--- src/rtl/serial_cmp_sequencer.sv ---
// MSB-first WIDTH-bit magnitude compare through one shared external 2-bit comparator,
// one slice per cycle with early exit; result held until res_ready, starts refused while busy.
module serial_cmp_sequencer #(
  parameter int WIDTH = 8  // even, >= 2
) (
  input  logic             clk,
  input  logic             rst_n,
  input  logic             start_valid,
  output logic             start_ready,
  input  logic [WIDTH-1:0] a_in,
  input  logic [WIDTH-1:0] b_in,
  output logic [1:0]       cmp_a,
  output logic [1:0]       cmp_b,
  input  logic             cmp_g,
  input  logic             cmp_e,
  input  logic             cmp_l,
  output logic             res_valid,
  input  logic             res_ready,
  output logic             g,
  output logic             e,
  output logic             l,
  output logic             err,
  output logic             busy
);

  localparam int NSLICE = WIDTH / 2;
  localparam int IW     = (NSLICE > 1) ? $clog2(NSLICE) : 1;
  localparam logic [IW-1:0] TOP_IDX = IW'(NSLICE - 1);

  typedef enum logic [1:0] {
    IDLE = 2'd0,
    RUN  = 2'd1,
    DONE = 2'd2
  } state_t;

  state_t           state;
  logic [WIDTH-1:0] a_reg;
  logic [WIDTH-1:0] b_reg;
  logic [IW-1:0]    idx;
  logic [2:0]       code;
  logic [IW-1:0]    idx_dec;

  assign code    = {cmp_g, cmp_e, cmp_l};
  assign idx_dec = idx - IW'(1);

  function automatic logic [1:0] slice_of(input logic [WIDTH-1:0] v, input logic [IW-1:0] i);
    return v[2*i +: 2];
  endfunction

  // cmp_a/cmp_b are registered one step ahead so the comparator sees the
  // current slice for the whole RUN cycle in which its answer is sampled.
  always_ff @(posedge clk) begin
    if (!rst_n) begin
      state       <= IDLE;
      a_reg       <= '0;
      b_reg       <= '0;
      idx         <= '0;
      cmp_a       <= 2'b00;
      cmp_b       <= 2'b00;
      start_ready <= 1'b1;
      res_valid   <= 1'b0;
      g           <= 1'b0;
      e           <= 1'b0;
      l           <= 1'b0;
      err         <= 1'b0;
      busy        <= 1'b0;
    end else begin
      case (state)
        IDLE: begin
          if (start_valid && start_ready) begin
            a_reg       <= a_in;
            b_reg       <= b_in;
            idx         <= TOP_IDX;
            cmp_a       <= slice_of(a_in, TOP_IDX);
            cmp_b       <= slice_of(b_in, TOP_IDX);
            start_ready <= 1'b0;
            busy        <= 1'b1;
            state       <= RUN;
          end
        end

        RUN: begin
          if (code == 3'b010 && idx != '0) begin
            idx   <= idx_dec;
            cmp_a <= slice_of(a_reg, idx_dec);
            cmp_b <= slice_of(b_reg, idx_dec);
          end else begin
            // A non-one-hot comparator code aborts the job with err only.
            g         <= (code == 3'b100);
            e         <= (code == 3'b010);
            l         <= (code == 3'b001);
            err       <= !(code inside {3'b100, 3'b010, 3'b001});
            res_valid <= 1'b1;
            cmp_a     <= 2'b00;
            cmp_b     <= 2'b00;
            state     <= DONE;
          end
        end

        DONE: begin
          if (res_ready) begin
            res_valid   <= 1'b0;
            g           <= 1'b0;
            e           <= 1'b0;
            l           <= 1'b0;
            err         <= 1'b0;
            busy        <= 1'b0;
            start_ready <= 1'b1;
            state       <= IDLE;
          end
        end

        default: begin
          state       <= IDLE;
          start_ready <= 1'b1;
          busy        <= 1'b0;
          res_valid   <= 1'b0;
          cmp_a       <= 2'b00;
          cmp_b       <= 2'b00;
        end
      endcase
    end
  end

endmodule

--- config.mk ---
export PLATFORM = sky130hd
export DESIGN_NAME = serial_cmp_sequencer
export DESIGN_NICKNAME = d
export VERILOG_FILES = /design/src/rtl/serial_cmp_sequencer.sv
export SDC_FILE = /design/constraint.sdc
export NUM_CORES = 1
export LEC_CHECK = 0
export ABC_AREA = 1
export BUFFER_PORTS_ARGS = -buffer_cell sky130_fd_sc_hd__buf_2
export CELL_PAD_IN_SITES_DETAIL_PLACEMENT = 1
export CELL_PAD_IN_SITES_GLOBAL_PLACEMENT = 1
export CORE_UTILIZATION = 39
export CTS_CLUSTER_DIAMETER = 50
export DETAILED_ROUTE_END_ITERATION = 8
export PLACE_DENSITY = 0.91
export SLEW_MARGIN = 25
export SYNTH_ARGS = -nofsm -noshare
export SYNTH_HDL_FRONTEND = slang
export SYNTH_SLANG_ARGS = --single-unit
--- constraint.sdc ---
create_clock -name clk -period 2.7 [get_ports clk]
set_clock_uncertainty 0.15 [all_clocks]
set_input_delay 0.405 -clock clk [delete_from_list [all_inputs] [get_ports clk]]
set_output_delay 0.405 -clock clk [all_outputs]
set_load 0.01 [all_outputs]
==> impl_metrics.ini, run 1 <==
[yosys]
number_of_enable_type_register_cells_in_the_synthesized_netlist = 0
postSynth.asyncResetShare_pct = 0
synth-warning-count = 0
synth_largest_type_area_fraction_pct = 43.2
synthesis.area_um2 = 1440
synth.cells.most_frequent = 54 x nand2_1, 31 x dfxtp_1, 30 x inv_1, 26 x a21oi_1, 15 x o21ai_1
netlist-cell-type-count = 25
syn_avg_cell_area_um2 = 7.01
synth.net_count = 229
cell_taking_the_most_area_after_synthesis = dfxtp_1
yosysMostFrequentCell = nand2_1
synth_top_cells_by_area = dfxtp_1 43%, nand2_1 14%, a21oi_1 9.1%
synth-seq-cells = 31
post_synth_inst_count = 205
synth_seq_area_share_pct = 43.2
synthFlopType = dfxtp_1

[global_route]
global_route.usage.total_pct = 19.8
grt_antenna_before_repair = 0
wire_length_of_the_first_global_routing_pass_um = 5910
grt_start_max_net_pins = 34
number_of_global_route_vias_before_repair = 1418
grt_remaining_overflow = 0

[clocking]
cts.path.max_buffers = 2
cts_tree = built
number_of_buffers_added_by_the_clock_tree_synthesis_step = 5
clock_sink_count = 31
cts_hold_buffers = 0
postCtsSetupBuffers = 0
clock_insertion_delay_worst_skew_ns = 0.29
cts.repair.resized = 0
htree_levels = 2
clk_transition_reported_paths_ns = 0.07
clock_tree.root_cell = clkbuf_8

[place]
buffer_ports.inserted = 33
detailedPlacementHpwl_um = 2520
globalplace.congestion = 0.747
worst_slack_at_placement_ns = 0.762
post_dp_cell_area_um2 = 1610
place.detailed.instances = 276

[min_path]
class_of_the_worst_hold_path = primary input to register
min-delay-start = b_in[3]

[worst_setup_path]
timing.critical_path.required_ns = 2.77
path_common_cell = nand2_1
buf_inv_on_cp = 2
critical_path.top_delay_family = flip-flops
r2r_start = idx[0]
slowest_stage = dfxtp_1
worstPathCellList = inv_2 -> ha_1 -> inv_1 -> nand3_1 -> nand2_1 -> nand2_1 -> nand2_1 -> nand2_1 -> a21oi_1
setup.worst_path.start = idx[0]
critical_path.endpoint_type = register
arrival_ns = 2.05
cpPeakStageDelay_ns = 0.52
worstSetupStartpointType = register
path_class = register to register
critPathMaxFanout = 11

[finish]
filler_cell_count = 479
finalCoreUtilization_pct = 49.3
areaGrowthSynthToFinish_pct = 18.2
drive_gt1_share_pct = 23.5
postLayoutCellArea_um2 = 1700
post_layout_nonfiller_instances = 284
nets = 261
antenna_cells_inserted = 0

[routing]
detail_route.wirelength_um = 3350
drt_pass1_iterations = 4
ant_nets = 0
vias_per_cell = 4.87
post_drt_wl_per_cell_um = 11.8
vias = 1384
drt_iter0_markers = 37
route.detailed.drc = 0

[flow_run]
number_of_maximum_capacitance_constraint_violations = 0

[outcome]
run_status = completed

[timing]
worst_pin_slew_ns = 0.596
report.final.hold_viol_count = 0
worst_slew_margin_rel_pct = 60.2
final.hold.worst_slack_ns = 0.227
rsz_0062_raised_after_global_routing = false
fin_crit_sh_pct = 73.2
max_clock_freq_ghz = 0.506
finalSetupViolCount = 0
min_period_ns = 1.98
fin_tns_setup_ns = 0
slew_viol_final = 0
timing.final.ws_setup_ns = 0.725

[power]
cellPowerDensity_nw_per_um2 = 836
finalPower_mw = 1.42
vdd_ir_drop_max_mv = 0.417
p_leak_nw = 0.839

[die]
ios = 34
initial_core_util_pct = 41.7
die_y_um = 62.7
fp-row-count = 21
fp.dieW_um = 62.7
fp.dieArea_um2 = 3930
core_region_area_um2 = 3440
==> routing by layer <==
metal  track usage [%]  wire length, µm
met5                 0                0
met4              9.30               68
met3              7.85              155
met2              35.6             1700
met1              19.7             1430
==> worst min-delay path: stages <==
cell and delay [ns]:
buf_2 0.07, o21ai_1 0.05, a21oi_1 0.10
==> final cells by class <==
cell class,instances,area [µm²],share of cell area (%)
multi-input cells,132,643,37.9
repair buffers,33,165,9.73
clock inverters,3,15.0,0.884
clock buffers,5,68.8,4.05
flip-flops and latches,31,621,36.6
inverters,34,128,7.52
well taps,46,57.6,3.39
==> logic make-up after synthesis <==
kind of cell / count (synthesis) / share of synthesized area (%)
and+or+nand+nor: 80 / 25.4
AOI/OAI and AO/OA: 51 / 18.5
buffers and inverters: 42 / 12.0
DFF: 31 / 43.2
adders and majority gates: 1 / 0.871
==> layout by cell type (no fill, tap or decap) <==
| cell type | netlist | layout |
|---|---|---|
| nand2_1 | 54 | 54 |
| buf_2 | 3 | 33 |
| dfxtp_1 | 31 | 31 |
| inv_1 | 30 | 30 |
| a21oi_1 | 26 | 26 |
| o21ai_1 | 15 | 15 |
| nand3_1 | 10 | 10 |
| o21ai_0 | 7 | 7 |
| clkbuf_8 | 0 | 5 |
| inv_2 | 4 | 4 |
| nor2_1 | 4 | 4 |
| nand2_2 | 3 | 3 |
| clkinv_2 | 0 | 3 |
| nor2_4 | 2 | 2 |
| nor2_2 | 2 | 2 |
| nor3_1 | 2 | 2 |
| nand3_2 | 1 | 1 |
| nand3_4 | 1 | 1 |
| o31ai_1 | 1 | 1 |
| o21ai_2 | 1 | 1 |
| or2_0 | 1 | 1 |
| a21oi_2 | 1 | 1 |
| ha_1 | 1 | 1 |
==> path summary, 6_finish.rpt <==
path              end  slack, ns  depth (start not counted)
max          cmp_b[1]       0.72                          9
min          b_reg[3]       0.23                          3
max reg2reg  cmp_b[1]       0.72                          9
min reg2reg  b_reg[0]       0.30                          2
==> report_power, final <==
part	internal [mW]	total, mW	switching [mW]
clock	0.176	0.358	0.182
combinational	0.159	0.466	0.307
sequential	0.548	0.597	0.0485
Power figures use the tool's default switching activity.
==> run 2: changes to the inputs <==
CORE_UTILIZATION = 37   (was 39)
PLACE_DENSITY = 0.87   (was 0.91)
clock period = 1.9 ns   (was 2.7 ns; I/O delays follow)
==> impl_metrics.ini, run 2 (synthesis gave the netlist of run 1 again) <==
[worst_setup_path]
path_class = register to register
cpPeakStageDelay_ns = 0.37
arrival_ns = 1.74
setup.worst_path.start = idx[0]
r2r_start = idx[0]
critical_path.top_delay_family = flip-flops
slowest_stage = dfxtp_1
setup.worst_path.end = cmp_b[0]
critPathMaxFanout = 11
ff2ff_setup_slack_ns = 0.21
reg2reg_depth = 9
worstSetupStartpointType = register
critical_path.endpoint_type = register
timing.critical_path.required_ns = 1.95
critical_register_to_register_path_endpoint = cmp_b[0]
buf_inv_on_cp = 2
timing.critical_path.depth = 9
worstPathCellList = inv_2 -> ha_1 -> inv_1 -> nand3_1 -> nand2_1 -> nand2_1 -> nand2_1 -> nand2_1 -> a21oi_1
path_common_cell = nand2_1

[clocking]
clock_insertion_delay_worst_skew_ns = 0.28
clock_sink_count = 31
cts.repair.resized = 0
cts_tree = built
clk_transition_reported_paths_ns = 0.06
number_of_buffers_added_by_the_clock_tree_synthesis_step = 5
cts_hold_buffers = 0
clock_tree.root_cell = clkbuf_8
htree_levels = 2
cts.path.max_buffers = 2
postCtsSetupBuffers = 0

[routing]
detail_route.wirelength_um = 3540
route.detailed.drc = 0
drt_iter0_markers = 47
vias = 1370
post_drt_wl_per_cell_um = 12.3
drt_pass1_iterations = 4
ant_nets = 0
vias_per_cell = 4.76

[place]
globalplace.congestion = 0.791
post_dp_cell_area_um2 = 1630
detailedPlacementHpwl_um = 2550
worst_slack_at_placement_ns = 0.245
place.detailed.instances = 280
buffer_ports.inserted = 33

[finish]
layout_common_cells = 54 x nand2_1, 33 x buf_2, 31 x dfxtp_1
finalCoreUtilization_pct = 46.9
post_layout_nonfiller_instances = 288
areaGrowthSynthToFinish_pct = 20.6
antenna_cells_inserted = 0
nets = 263
postLayoutCellArea_um2 = 1730
drive_gt1_share_pct = 23.8
most_common_cell_after_layout_fill_and_taps_aside = nand2_1
filler_cell_count = 507

[power]
cellPowerDensity_nw_per_um2 = 1210
vdd_ir_drop_max_mv = 0.470
p_leak_nw = 0.853

[timing]
timing.final.ws_setup_ns = 0.212
finalSetupViolCount = 0
max_clock_freq_ghz = 0.592
worst_pin_slew_ns = 0.340
min_period_ns = 1.69
report.final.hold_viol_count = 0
fin_tns_setup_ns = 0
worst_slew_margin_rel_pct = 77.3
slew_viol_final = 0
rsz_0062_raised_after_global_routing = false
fin_crit_sh_pct = 88.8

[die]
die_y_um = 64.3
fp-row-count = 22
core_region_area_um2 = 3690
ios = 34
initial_core_util_pct = 38.9
fp.dieW_um = 64.3
fp.dieArea_um2 = 4140

[global_route]
grt_remaining_overflow = 0
global_route.usage.total_pct = 20.0
grt_start_max_net_pins = 34
number_of_global_route_vias_before_repair = 1471
grt_antenna_before_repair = 0
wire_length_of_the_first_global_routing_pass_um = 6310

[outcome]
run_status = completed

[min_path]
class_of_the_worst_hold_path = primary input to register

[flow_run]
number_of_maximum_capacitance_constraint_violations = 0
==> run 2: changes by cell type in the layout (fill, tap and decap cells not counted), sizes merged <==
cell / change
buf: +2
clkinv: -3
clkbuf: +3
==> run 2: area by class of cell <==
cell class	count	area, µm²	area share, %
clock buffers	8	100	5.78
inverters	34	128	7.37
multi-input cells	132	643	37.1
flip-flops and latches	31	621	35.8
well taps	48	60.1	3.47
repair buffers	35	180	10.4
==> run 2: power breakdown <==
part	switching, mW	internal [mW]
clock	0.234	0.330
combinational	0.458	0.240
sequential	0.0581	0.779
==> run 2: worst min path at each step <==
stage                     startpoint  endpoint  slack [ns]  depth (start not counted)
final                        a_in[5]  a_reg[5]        0.12                          3
after global routing         a_in[5]  a_reg[5]        0.15                          3
after CTS                    a_in[5]  a_reg[5]        0.11                          3
after detailed placement    a_reg[0]  a_reg[0]        0.30                          2
after global placement      b_reg[1]  b_reg[1]        0.29                          2
after floorplan             a_reg[2]  a_reg[2]        0.28                          2
==> run 2: per-stage QoR <==
step                total power [mW]  hold WS (ns)
global placement                1.52         0.293
floorplan                       1.36         0.279
CTS                             2.13         0.114
finish                          2.10         0.118
global route                    2.27         0.149
detailed placement              1.54         0.301
==> run 2: layer usage <==
metal | up-vias | routed length, µm | track usage (%)
met5 | - | 0 | 0
met4 | 0 | 113 | 11.4
met3 | 13 | 140 | 5.00
met2 | 29 | 1690 | 35.1
met1 | 615 | 1590 | 21.4
li1 | 713 | - | -
==> run 2: worst min-delay path, cell delays in order <==
cell and delay, ns:
buf_2 0.07, o21ai_1 0.06, a21oi_1 0.10
